$ cat src/rtl/dht11_sensor_emu.sv
// rtl/dht11_sensor_emu.sv - DHT11 device-side responder (sensor emulator) for the single-wire data line
module dht11_sensor_emu #(
    parameter int US_CYC       = 25,
    parameter int START_MIN_US = 18000,
    parameter int RESP_WAIT_US = 30,
    parameter int RESP_LOW_US  = 80,
    parameter int RESP_HIGH_US = 80,
    parameter int BIT_LOW_US   = 50,
    parameter int BIT0_HIGH_US = 26,
    parameter int BIT1_HIGH_US = 70
) (
    input  logic       i_clk,
    input  logic       i_rst,
    input  logic       i_data_in,
    output logic       o_data_oe,
    input  logic [7:0] i_humidity_int,
    input  logic [7:0] i_humidity_float,
    input  logic [7:0] i_temperature_int,
    input  logic [7:0] i_temperature_float,
    output logic       o_busy,
    output logic       o_frame_done,
    output logic       o_abort
);

    function automatic int max_of(input int a, input int b);
        return (a > b) ? a : b;
    endfunction

    localparam int START_CYC = START_MIN_US * US_CYC;
    localparam int MAX_US    = max_of(max_of(max_of(RESP_WAIT_US, RESP_LOW_US), max_of(RESP_HIGH_US, BIT_LOW_US)),
                                      max_of(BIT0_HIGH_US, BIT1_HIGH_US));
    localparam int CNT_W     = $clog2(max_of(START_CYC, MAX_US * US_CYC) + 1);

    localparam logic [CNT_W-1:0] C_START = CNT_W'(START_CYC);
    localparam logic [CNT_W-1:0] C_MASK  = CNT_W'(3);
    localparam logic [CNT_W-1:0] L_WAIT  = CNT_W'(RESP_WAIT_US * US_CYC - 1);
    localparam logic [CNT_W-1:0] L_RLOW  = CNT_W'(RESP_LOW_US * US_CYC - 1);
    localparam logic [CNT_W-1:0] L_RHIGH = CNT_W'(RESP_HIGH_US * US_CYC - 1);
    localparam logic [CNT_W-1:0] L_BLOW  = CNT_W'(BIT_LOW_US * US_CYC - 1);
    localparam logic [CNT_W-1:0] L_B0    = CNT_W'(BIT0_HIGH_US * US_CYC - 1);
    localparam logic [CNT_W-1:0] L_B1    = CNT_W'(BIT1_HIGH_US * US_CYC - 1);

    typedef enum logic [2:0] {
        S_IDLE, S_HOST_LOW, S_WAIT, S_RESP_LOW, S_RESP_HIGH, S_BIT_LOW, S_BIT_HIGH, S_END_LOW
    } state_t;

    state_t           r_state, w_next;
    logic [CNT_W-1:0] r_cnt, w_last_cnt;
    logic [1:0]       r_sync;
    logic [39:0]      r_word;
    logic [5:0]       r_idx;
    logic             r_oe, r_busy, r_done, r_abort;
    logic             w_ds, w_last, w_contend;
    logic             w_snap, w_idx_load, w_idx_dec, w_abort, w_done, w_oe, w_busy;
    logic [7:0]       w_csum;

    assign w_ds   = r_sync[1];
    assign w_csum = i_humidity_int + i_humidity_float + i_temperature_int + i_temperature_float;
    assign w_last = (r_cnt == w_last_cnt);
    assign w_oe   = (r_state == S_RESP_LOW) || (r_state == S_BIT_LOW) || (r_state == S_END_LOW);
    assign w_busy = (r_state != S_IDLE) && (r_state != S_HOST_LOW);

    // The first 3 cycles of a released phase still show our own low drive through the synchronizer.
    assign w_contend = ((r_state == S_WAIT) || (r_state == S_RESP_HIGH) || (r_state == S_BIT_HIGH))
                       && (r_cnt >= C_MASK) && !w_ds;

    always_comb begin
        w_last_cnt = '0;
        case (r_state)
            S_WAIT:              w_last_cnt = L_WAIT;
            S_RESP_LOW:          w_last_cnt = L_RLOW;
            S_RESP_HIGH:         w_last_cnt = L_RHIGH;
            S_BIT_LOW, S_END_LOW: w_last_cnt = L_BLOW;
            S_BIT_HIGH:          w_last_cnt = r_word[r_idx] ? L_B1 : L_B0;
            default:             w_last_cnt = '0;
        endcase
    end

    always_comb begin
        w_next     = r_state;
        w_snap     = 1'b0;
        w_idx_load = 1'b0;
        w_idx_dec  = 1'b0;
        w_abort    = 1'b0;
        w_done     = 1'b0;
        if (w_contend) begin
            w_next  = S_HOST_LOW;
            w_abort = 1'b1;
        end else begin
            case (r_state)
                S_IDLE:      if (!w_ds) w_next = S_HOST_LOW;
                S_HOST_LOW: begin
                    if (w_ds) begin
                        if (r_cnt >= C_START) begin
                            w_next = S_WAIT;
                            w_snap = 1'b1;
                        end else begin
                            w_next = S_IDLE;
                        end
                    end
                end
                S_WAIT:      if (w_last) w_next = S_RESP_LOW;
                S_RESP_LOW:  if (w_last) w_next = S_RESP_HIGH;
                S_RESP_HIGH: begin
                    if (w_last) begin
                        w_next     = S_BIT_LOW;
                        w_idx_load = 1'b1;
                    end
                end
                S_BIT_LOW:   if (w_last) w_next = S_BIT_HIGH;
                S_BIT_HIGH: begin
                    if (w_last) begin
                        if (r_idx == 6'd0) begin
                            w_next = S_END_LOW;
                        end else begin
                            w_next    = S_BIT_LOW;
                            w_idx_dec = 1'b1;
                        end
                    end
                end
                S_END_LOW: begin
                    if (w_last) begin
                        w_next = S_IDLE;
                        w_done = 1'b1;
                    end
                end
                default:     w_next = S_IDLE;
            endcase
        end
    end

    // Outputs are the state decode registered once, so the line drive is glitch-free.
    always_ff @(posedge i_clk) begin
        if (i_rst) begin
            r_state <= S_IDLE;
            r_cnt   <= '0;
            r_sync  <= 2'b11;
            r_word  <= '0;
            r_idx   <= '0;
            r_oe    <= 1'b0;
            r_busy  <= 1'b0;
            r_done  <= 1'b0;
            r_abort <= 1'b0;
        end else begin
            r_sync  <= {r_sync[0], i_data_in};
            r_state <= w_next;
            if ((w_next != r_state) || (r_state == S_IDLE)) begin
                r_cnt <= '0;
            end else if ((r_state != S_HOST_LOW) || (r_cnt < C_START)) begin
                r_cnt <= r_cnt + 1'b1;
            end
            if (w_snap) begin
                r_word <= {i_humidity_int, i_humidity_float, i_temperature_int, i_temperature_float, w_csum};
            end
            if (w_idx_load) begin
                r_idx <= 6'd39;
            end else if (w_idx_dec) begin
                r_idx <= r_idx - 1'b1;
            end
            r_oe    <= w_oe;
            r_busy  <= w_busy;
            r_done  <= w_done;
            r_abort <= w_abort;
        end
    end

    assign o_data_oe    = r_oe;
    assign o_busy       = r_busy;
    assign o_frame_done = r_done;
    assign o_abort      = r_abort;

endmodule

$ cat config.mk
export PLATFORM = sky130hd
export DESIGN_NAME = dht11_sensor_emu
export DESIGN_NICKNAME = d
export VERILOG_FILES = /design/src/rtl/dht11_sensor_emu.sv
export SDC_FILE = /design/constraint.sdc
export NUM_CORES = 1
export LEC_CHECK = 0
export ABC_AREA = 1
export CAP_MARGIN = 20
export CORE_MARGIN = 2
export CORE_UTILIZATION = 50
export DETAILED_ROUTE_END_ITERATION = 8
export PLACE_DENSITY = 0.72
export SETUP_SLACK_MARGIN = 0.2
export SKIP_LAST_GASP = 1
export SYNTH_ARGS = -nofsm -noshare
export SYNTH_HDL_FRONTEND = slang
export SYNTH_SLANG_ARGS = --single-unit
$ cat constraint.sdc
create_clock -name i_clk -period 6.21 [get_ports i_clk]
set_input_delay 0.621 -clock i_clk [delete_from_list [all_inputs] [get_ports i_clk]]
set_output_delay 0.621 -clock i_clk [all_outputs]
set_load 0.02 [all_outputs]
==> results.yml <==
status:
  outcome: "completed"
floorplan:
  row_count: 34
  die_width_um: 98.8
  initial_core_util: 0.516
  core_mm2: 0.00872
  die_area_mm2: 0.00977
  die_y_um: 98.8
  pin_count: 39
route:
  viasPerCell: 5.10
  drc_errors: 0
  routedWlPerCell_um: 12.8
  wl_mm: 9.98
  postRouteAntennaNets: 0
  vias: 3980
  drtPass1Iterations: 5
  drt-initial-drc-count: 198
timing:
  finalSetupViolCount: 0
  maxSlewViolCount: 0
  hold_viol: 0
  relSlewSlack: 0.313
  fmax_mhz: 296
  worstMarginPinSlew_ns: 1.03
  fin_crit_sh: 0.545
  setup_tns_ns: 0
  period_needed_ns: 3.38
  grt_setup_unrepaired: "false"
  fin_skew_ns: 0.0109
layout:
  diodes: 0
  mostFrequentLayoutCells: "nand2_1 (107), inv_1 (101), nor2_1 (75), dfxtp_1 (74), nand3_1 (47)"
  final_common_cell: "nand2_1"
  nNetsFinal: 726
  instances_no_fill: 780
  fill_cells: 824
  syn2layout_area_growth_pct: 13.2
  drive_gt1_frac: 0.0655
clock_network:
  postCtsHoldBufs: 0
  clockRootBuffer: "clkbuf_8"
  clk_path_buf_depth: 2
  htreeDepth: 3
  clkTransAtPathRegs_ns: 0.07
  clk_latency_ns: 0.36
  cts_tree: "done"
  cts_setup_buffers: 0
  numClockSinks: 74
  cts_resized: 0
  cts_buffers: 9
min_path:
  hp-class: "reg -> reg"
  hold_start: "r_sync[0]"
  whs_endpoint: "r_sync[1]"
  hold_path_depth: 1
placed_design:
  post-dp-hpwl_mm: 7.44
  post-place-cells: 764
  portBuffers: 38
  routabilityCongestion: 0.881
synth:
  synth_edf_count: 0
  synth_nets: 699
  synth.cell_area_mm2: 0.00450
  yosys_register_bits: 74
  async_flop_share: 0
  synth.largest_area_cell: "dfxtp_1"
  ys_seq_area_frac: 0.329
  synthFlopType: "dfxtp_1"
  postSynthAreaPerCell_um2: 7.03
  synth_top_area_frac: 0.329
  ys_warn_count: 0
  netlist_instances: 640
  ys_top_cells_by_area: "dfxtp_1 (33%), nand2_1 (8.9%), inv_1 (8.4%)"
  synthDistinctLibCells: 39
global_route:
  grt_first_pass_wirelength_mm: 17.2
  grt_max_degree: 48
  antenna_found_initial: 0
  grt_usage: 0.217
  grt_pass1_vias: 3804
  grt_overflow: 0
worst_setup_path:
  cpMostUsedCell: "fa_1"
  worstPathRequired_ns: 6.43
  cp_max_fo: 2
  max_stage_delay_ns: 0.58
  r2r-start: "r_idx[0]"
  endpoint_kind: "flip-flop"
  cp.arrival_ns: 3.61
  path_class: "in -> reg"
  reg2reg_to: "r_cnt[3]"
  ff2ff_path_depth: 23
  crit_path_start_kind: "input port"
  critical_path.cell_chain: "clkdlybuf4s50_1 > fa_1 > fa_1 > ha_1 > inv_1 > fa_1 > nor2_1 > a211oi_1 > o21ai_0 > a21oi_1 > xnor2_1 > xor2_1 > a21oi_1"
  slowest_stage: "fa_1"
  reg2reg_slack_ns: 2.94
power:
  pwr-share-comb: 0.151
  power.density_mw_per_mm2: 199
  p_switching_mw: 0.259
  p_seq_frac: 0.469
  peakVddDrop_v: 0.000106
  p_int_mw: 0.756
  p_sw_frac: 0.255
  leakagePower_nw: 2.11
  power_frac_clock: 0.381
run:
  cap_violations: 0
## cell usage after synthesis (2+ instances only)
cell      instances
a21oi_1          43
buf_1             2
buf_2             2
buf_4             2
buf_6             3
clkbuf_1         13
dfxtp_1          74
fa_1             14
ha_1             10
inv_1           101
nand2_1         107
nand2_2           4
nand3_1          47
nand4_1          12
nor2_1           75
nor2_2           14
nor3_1            7
nor4_1            8
o211ai_1          6
o21ai_0          46
o21ai_1           3
or2_2             2
xnor2_1           8
xor2_1           22
## layout make-up
cell class / instances / area (um^2) / area share
multi-input combinational: 439 / 2480 / 0.488
clock inverter: 5 / 52.6 / 0.0103
tap: 108 / 135 / 0.0265
inverter: 103 / 392 / 0.0769
sequential: 74 / 1480 / 0.291
timing repair buffer: 40 / 395 / 0.0777
clock buffer: 11 / 151 / 0.0297
## worst max-delay path: cells and delay by family
family	cells	cell delay (ns)
adder cells (fa/ha/maj)	4	1.44
AO/OA/AOI/OAI	4	0.67
buffers and inverters	2	0.53
XOR/XNOR	2	0.31
AND/OR/NAND/NOR	1	0.06
## state kept, by name, indices dropped and copies added (netlist names)
signal / flops
r_word: 40
r_cnt: 19
r_idx: 6
r_state: 3
r_sync: 2
o_abort: 1
o_busy: 1
o_data_oe: 1
o_frame_done: 1
## worst max path at each step
stage / start / to / slack (ns) / cells past startpoint
global placement: i_humidity_int[1] / r_word[7] / 2.50 / 13
CTS: i_humidity_int[1] / r_word[7] / 2.81 / 13
floorplan: i_humidity_int[1] / r_word[7] / 3.11 / 12
detailed placement: i_humidity_int[1] / r_word[7] / 2.45 / 13
global route: r_idx[0] / r_cnt[14] / 2.51 / 23
finish: i_humidity_int[1] / r_word[7] / 2.83 / 13
## layer usage
metal / global-route usage / part of all wire / vias to the layer above
met5: 0 / 0 / -
met4: 0.0769 / 0.018 / 0
met2: 0.360 / 0.47 / 70
met3: 0.0369 / 0.037 / 15
li1: - / - / 2081
met1: 0.284 / 0.48 / 1814
## kinds of logic after synthesis
kind of cell | share of synthesized area
adders and majority gates | 0.0901
DFF | 0.329
AOI/OAI and AO/OA | 0.120
and+or+nand+nor | 0.284
buffers and inverters | 0.119
xor gates and xnor gates | 0.0584
## per-stage QoR
stage	hold slack (ns)	total power [mW]	utilization	area, um^2	setup slack (ns)
floorplan	0.389	0.589	-	4500	3.11
global placement	0.394	0.640	0.560	4890	2.50
detailed placement	0.401	0.640	0.560	4890	2.45
CTS	0.419	1.02	0.584	5090	2.81
global route	0.428	1.06	0.584	5090	2.51
finish	0.414	1.02	0.584	5090	2.83
## power by group through the flow
stage	logic (mW)	clock network [mW]	registers, mW
final	0.153	0.387	0.476
after global routing	0.175	0.414	0.476
after CTS	0.154	0.392	0.476
after detailed placement	0.153	0	0.487
after global placement	0.153	0	0.487
after floorplan	0.103	0	0.486
Note: power is estimated with default switching activity, not from simulation.
